### config.mk
export PLATFORM = sky130hd
export DESIGN_NAME = cla_byte_serial_seq
export DESIGN_NICKNAME = d
export VERILOG_FILES = /design/src/rtl/cla_byte_serial_seq.sv
export SDC_FILE = /design/constraint.sdc
export NUM_CORES = 1
export LEC_CHECK = 0
export CAP_MARGIN = 10
export CORE_MARGIN = 4
export CORE_UTILIZATION = 44
export CTS_BUF_LIST = sky130_fd_sc_hd__clkbuf_16
export DETAILED_ROUTE_END_ITERATION = 8
export HOLD_SLACK_MARGIN = 0.06
export PLACE_DENSITY = 0.77
export SYNTH_ARGS = -nofsm -noshare
export SYNTH_HDL_FRONTEND = slang
export SYNTH_SLANG_ARGS = --single-unit
### constraint.sdc
create_clock -name clk -period 7.9 [get_ports clk]
set_clock_uncertainty 0.2 [all_clocks]
set_input_delay 1.58 -clock clk [delete_from_list [all_inputs] [get_ports clk]]
set_output_delay 1.58 -clock clk [all_outputs]
set_load 0.01 [all_outputs]
### src/rtl/cla_byte_serial_seq.sv
// Byte-serial wide add/subtract sequencer around an external 8-bit CLA stage.
// Ports: clk, rst_n (async low); start/sub/op_a/op_b request; busy/done/result/
// cout/zero/ovf status; cla_a/cla_b/cla_cin to adder, cla_sum/cla_cout back.
// Optional macro CLA_SEQ_OVF_EN enables the signed overflow flag (else ovf=0).
module cla_byte_serial_seq #(
    parameter  int NBYTES = 4,
    localparam int W      = 8 * NBYTES
) (
    input  logic         clk,
    input  logic         rst_n,
    input  logic         start,
    input  logic         sub,
    input  logic [W-1:0] op_a,
    input  logic [W-1:0] op_b,
    output logic         busy,
    output logic         done,
    output logic [W-1:0] result,
    output logic         cout,
    output logic         zero,
    output logic         ovf,
    output logic [7:0]   cla_a,
    output logic [7:0]   cla_b,
    output logic         cla_cin,
    input  logic [7:0]   cla_sum,
    input  logic         cla_cout
);

    typedef enum logic [1:0] {
        S_IDLE,
        S_RUN,
        S_DONE
    } state_t;

    localparam int             IW   = $clog2(NBYTES);
    localparam logic [IW-1:0]  LAST = IW'(NBYTES - 1);

    state_t        r_state;
    state_t        w_next;
    logic [IW-1:0] r_idx;
    logic [W-1:0]  r_a;
    logic [W-1:0]  r_b;
    logic [W-1:0]  r_result;
    logic [W-1:0]  w_result_nxt;
    logic          r_carry;
    logic          r_cout;
    logic          r_zero;
    logic          w_accept;
    logic          w_run;
    logic          w_last;

    assign w_accept = (r_state == S_IDLE) && start;
    assign w_run    = (r_state == S_RUN);
    assign w_last   = w_run && (r_idx == LAST);

    assign result = r_result;
    assign cout   = r_cout;
    assign zero   = r_zero;

    always_ff @(posedge clk or negedge rst_n) begin
        if (!rst_n) begin
            r_state <= S_IDLE;
        end else begin
            r_state <= w_next;
        end
    end

    always_comb begin
        w_next  = r_state;
        busy    = 1'b0;
        done    = 1'b0;
        cla_a   = 8'h00;
        cla_b   = 8'h00;
        cla_cin = 1'b0;
        unique case (r_state)
            S_IDLE: begin
                if (start) begin
                    w_next = S_RUN;
                end
            end
            S_RUN: begin
                busy    = 1'b1;
                cla_a   = r_a[8*r_idx +: 8];
                cla_b   = r_b[8*r_idx +: 8];
                cla_cin = r_carry;
                if (r_idx == LAST) begin
                    w_next = S_DONE;
                end
            end
            S_DONE: begin
                busy   = 1'b1;
                done   = 1'b1;
                w_next = S_IDLE;
            end
            default: begin
                w_next = S_IDLE;
            end
        endcase
    end

    // Result with the current byte merged in, so zero sees the full word
    // on the final byte edge.
    always_comb begin
        w_result_nxt = r_result;
        w_result_nxt[8*r_idx +: 8] = cla_sum;
    end

    always_ff @(posedge clk or negedge rst_n) begin
        if (!rst_n) begin
            r_idx    <= '0;
            r_a      <= '0;
            r_b      <= '0;
            r_result <= '0;
            r_carry  <= 1'b0;
            r_cout   <= 1'b0;
            r_zero   <= 1'b0;
        end else if (w_accept) begin
            // Subtract as A + ~B + 1: invert B now, seed carry with 1.
            r_a      <= op_a;
            r_b      <= sub ? ~op_b : op_b;
            r_carry  <= sub;
            r_idx    <= '0;
            r_result <= '0;
        end else if (w_run) begin
            r_result <= w_result_nxt;
            r_carry  <= cla_cout;
            if (w_last) begin
                r_idx  <= '0;
                r_cout <= cla_cout;
                r_zero <= (w_result_nxt == '0);
            end else begin
                r_idx <= r_idx + 1'b1;
            end
        end
    end

`ifdef CLA_SEQ_OVF_EN
    logic r_ovf;

    // r_b is already inverted for SUB, so one rule covers both ops.
    always_ff @(posedge clk or negedge rst_n) begin
        if (!rst_n) begin
            r_ovf <= 1'b0;
        end else if (w_last) begin
            r_ovf <= (r_a[W-1] == r_b[W-1]) && (cla_sum[7] != r_a[W-1]);
        end
    end

    assign ovf = r_ovf;
`else
    assign ovf = 1'b0;
`endif

endmodule
After elaboration in Yosys (flattened, before gate mapping)
Cells that the tools add are included.

Bitwise gates (word level): 2. Reduce and logical (&&, ||, !) cells: 8. Eq/ne operators: 5. Muxes and demuxes: 17. $add $sub $neg: 2. Shift operators: 4.

Operators by type and width (number): $mux 32 (3); $shiftx 32x6->8 (2); $neg 5->34 (1); $shift 8x34->32 const A (1); $shiftx 8x34->32 (1); $bwmux 32 (1); $logic_not 32->1 (1); $not 32->32 (1); $mux 8 (2); $mux 2 (5); $mux 1 (5); $eq 2x2->1 const B (2); $pmux 2 s2 (1); $reduce_and 3->1 (1); $add 2x1->2 const B (1); $eq 2x1->1 const B (1); $logic_and 1x1->1 (2); $logic_not 2->1 (1); $ne 2x1->1 const B (1); $ne 2x2->1 const B (1); $reduce_and 2->1 (1); $reduce_bool 2->1 (1); $reduce_or 2->1 (1); $not 1->1 (1).

Bits of input ports: 77. Word-level logic and storage cells: 46. Register bits after elaboration: 103.

Longest topological paths before layout
Depth in word-level cells: 5. Gate-level depth with buffers: 11. Gate-level depth less buffers: 7.

Least setup slack after synthesis
OpenSTA, ideal clock, no wires.

Path type: register -> output. Start: reg r_idx[0]. End: out cla_a[0]. Stages on the path, launching flop included: 5. Arrival time: 1.559 ns. Setup slack: 4.561 ns. Buffers on the path: 2. Data required time: 6.120 ns. Cell sequence: dfrtp_1 buf_2 buf_2 mux4_2 and2_1.

Word-level cells in the longest chain between the ends: 2.

RTL lines: from (decl) (line 39) `logic [IW-1:0] r_idx;`; from (signal assigned) (line 131) `r_idx <= r_idx + 1'b1;`; $shiftx 32x6->8 (line 82) `cla_a = r_a[8*r_idx +: 8];`; $mux 8 (line 74) `unique case (r_state)`; to (decl) (line 21) `output logic [7:0] cla_a,`.

No other way between the ends.

Final worst setup path
Start: reg r_state[1]. End: out cla_a[2].

Word-level cells in the longest chain between the ends: 2.

RTL lines: from (decl) (line 37) `state_t r_state;`; from (signal assigned) (line 63) `r_state <= w_next;`; $eq 2x1->1 (line 74); $mux 8 (line 74).

No other way between the ends.

==> flow_summary.json <==
{
  "run_status": "finished clean",
  "fillers": 946,
  "irDropWorstVdd_mv": 0.149,
  "fp-row-count": 38,
  "grt_pass1_vias": 4091,
  "overflow": 0,
  "setup_tns_ns": 0,
  "leakage_nw": 2.91,
  "wirelength_microns": 12500,
  "power_mw": 2.15,
  "drc": 0,
  "port_buffers": 129,
  "path_clk_slew_ns": 0.07,
  "final-setup-viol-count": 0,
  "post-route-period-util_pct": 54.2,
  "post_cts_buffers": 0,
  "cpMaxStageDelayCell": "ha_1",
  "synth-seq-cells": 103,
  "syn_area_sq_um": 5030,
  "switching_share_pct": 35.8,
  "drtAntennaViolNets": 0,
  "die_w_microns": 115,
  "slew_viol_final": 0,
  "cts-root-buf": "clkbuf_16",
  "postCtsResizedCells": 0,
  "worst_pin_slew_ns": 0.928,
  "min_path_cells": 2,
  "vias": 4014,
  "grt_pass1_wl_microns": 20600,
  "syn_to_final_growth_pct": 32.3,
  "synth_top_area_share_pct": 51.2,
  "hold_viol": 0,
  "synth_edf_count": 0,
  "switchingPower_uw": 768,
  "clkPwrFrac_pct": 18.4,
  "grt_antenna_before_repair": 0,
  "hold_class": "reg2reg",
  "clk_latency_ns": 0.33,
  "cts_buffer_depth": 2,
  "synth_top_area_cell": "dfrtp_1",
  "cts.sinks": 103,
  "drt_iter0_drc": 198,
  "critPathKind": "reg2out",
  "drive_gt1_share_pct": 7.37,
  "layoutNonFillerInstCount": 764,
  "synth_nets": 598,
  "core_sq_um": 11000,
  "finalNetCount": 708,
  "crit_required_ns": 6.12,
  "tritoncts": "yes",
  "path_max_fanout": 19,
  "finalWeightedCongestion": 0.817,
  "viasPerCell": 5.25,
  "num_io_pins": 131,
  "crit_chain": "inv_1, ha_1, buf_4, and2_1, clkdlybuf4s50_1",
  "syn_avg_cell_area_sq_um": 9.87,
  "r2r_setup_slack_ns": 5.05,
  "max_freq_mhz": 234,
  "cp-end-kind": "output pin",
  "syn-instance-count": 510,
  "max_cap_viol_count": 0,
  "drt_first_pass_iters": 4,
  "die_h_microns": 115,
  "synthArstFlopShare_pct": 100,
  "critPathLaunchType": "flip-flop",
  "dp.cells": 748,
  "max_stage_delay_ns": 0.57,
  "postCtsHoldBufs": 0,
  "pwr-share-seq_pct": 40.5,
  "rsz0062_at_grt": "no",
  "period_needed_ns": 4.28,
  "synth_cell_types": 37,
  "ys_warn_count": 0,
  "finalInstanceArea_sq_um": 6660,
  "worstPathArrival_ns": 2.50,
  "ys_seq_area_share_pct": 51.2,
  "ys.flop_type": "dfrtp_1",
  "powerDensity_nw_per_um2": 322,
  "p_comb_share_pct": 41.1,
  "grt_max_degree": 89,
  "cts_made_buffers": 9,
  "internal-power_mw": 1.38,
  "antenna_cells": 0,
  "post_dp_cell_area_sq_um": 6370,
  "hpwlAfterDp_microns": 9170,
  "final_cell_mix": "nand2_1, clkdlybuf4s50_1, dfrtp_1",
  "slew_headroom_pct": 38.1,
  "h-tree-depth": 3,
  "whs_ns": 0.273,
  "start_util_pct": 45.6,
  "wire_per_inst_microns": 16.4,
  "grt_usage_pct": 19.6,
  "final_common_cell": "nand2_1",
  "synthTopCellsByArea": "dfrtp_1, nand2_1, mux4_2",
  "reg2reg_depth": 7,
  "dieArea_sq_um": 13200
}
-- logic make-up after synthesis --
| family | count (synthesis) | synth area share, % |
|---|---|---|
| XOR/XNOR | 32 | 5.57 |
| buffers and inverters | 40 | 3.33 |
| multiplexers | 20 | 7.98 |
| AND/OR/NAND/NOR | 220 | 18.7 |
| other | 1 | 0.0745 |
| AO/OA/AOI/OAI | 83 | 10.4 |
| adder cells (fa/ha/maj) | 11 | 2.73 |
| flip-flops | 103 | 51.2 |
-- path summary, 6_finish.rpt --
path / end / startpoint
setup reg to reg: result[11] / r_idx[1]
max in group asynchronous: r_idx[0] / rst_n
setup / recovery: cla_a[2] / r_state[1]
min in group asynchronous: r_b[10] / rst_n
hold / removal: r_a[25] / r_a[25]
hold reg to reg: r_a[25] / r_a[25]
-- cell usage after synthesis (2+ instances only) --
cell	number
nor4_1	5
a31oi_1	2
or4_1	2
a22oi_1	30
clkbuf_1	20
nor2_1	38
ha_1	11
and2_1	20
mux4_2	16
buf_4	2
inv_1	5
nand2_1	140
mux2i_1	3
xnor2_1	32
o21ai_1	29
o21ai_0	7
a211oi_1	4
nor2b_1	2
nor3_1	2
a21oi_1	7
buf_1	4
buf_2	8
and3_1	2
dfrtp_1	103
nand3_1	4
-- flip-flops by register name, summed over array words and instances, names as in the netlist --
register and count:
r_idx 2, r_b 32, r_carry 1, r_state 2, zero 1, r_a 32, cout 1, result 32
-- per-stage QoR --
| step | setup slack [ns] | utilization [%] |
|---|---|---|
| finish | 3.62 | 60.4 |
| global route | 3.48 | 60.4 |
| CTS | 3.61 | 60.2 |
| detailed placement | 3.97 | 57.8 |
| global placement | 3.99 | 57.8 |
| floorplan | 4.56 | - |
-- power groups by stage --
| stage | combinational [mW] | sequential, mW | clock [mW] |
|---|---|---|---|
| detailed placement | 0.884 | 0.877 | 0 |
| global placement | 0.852 | 0.868 | 0 |
| global route | 0.987 | 0.898 | 0.425 |
| finish | 0.882 | 0.870 | 0.394 |
| CTS | 0.885 | 0.872 | 0.405 |
| floorplan | 0.598 | 0.811 | 0 |
-- cell type report --
cell class              count  area (sq um)  area share [%]
repair buffers            133          1330            19.9
clock buffers               9           225            3.38
clock inverters             6          38.8           0.582
flip-flops and latches    103          2580            38.7
multi-input cells         367          2290            34.4
inverters                   6          22.5           0.338
well taps                 140           175            2.63
-- worst max-delay path, delay by kind of cell (launching register included) --
kind	cells	cell delay, ns
adders and majority gates	1	0.57
DFF	1	0.39
buffers and inverters	3	1.04
and+or+nand+nor	1	0.17
-- per-layer routing --
metal | up-vias | track usage (%) | part of all wire, %
li1 | 1928 | - | -
met1 | 1955 | 26.8 | 43
met2 | 120 | 32.7 | 50
met3 | 11 | 2.95 | 5.2
met4 | 0 | 5.56 | 1.2
met5 | - | 0 | 0
(Power assumes the default switching activity.)
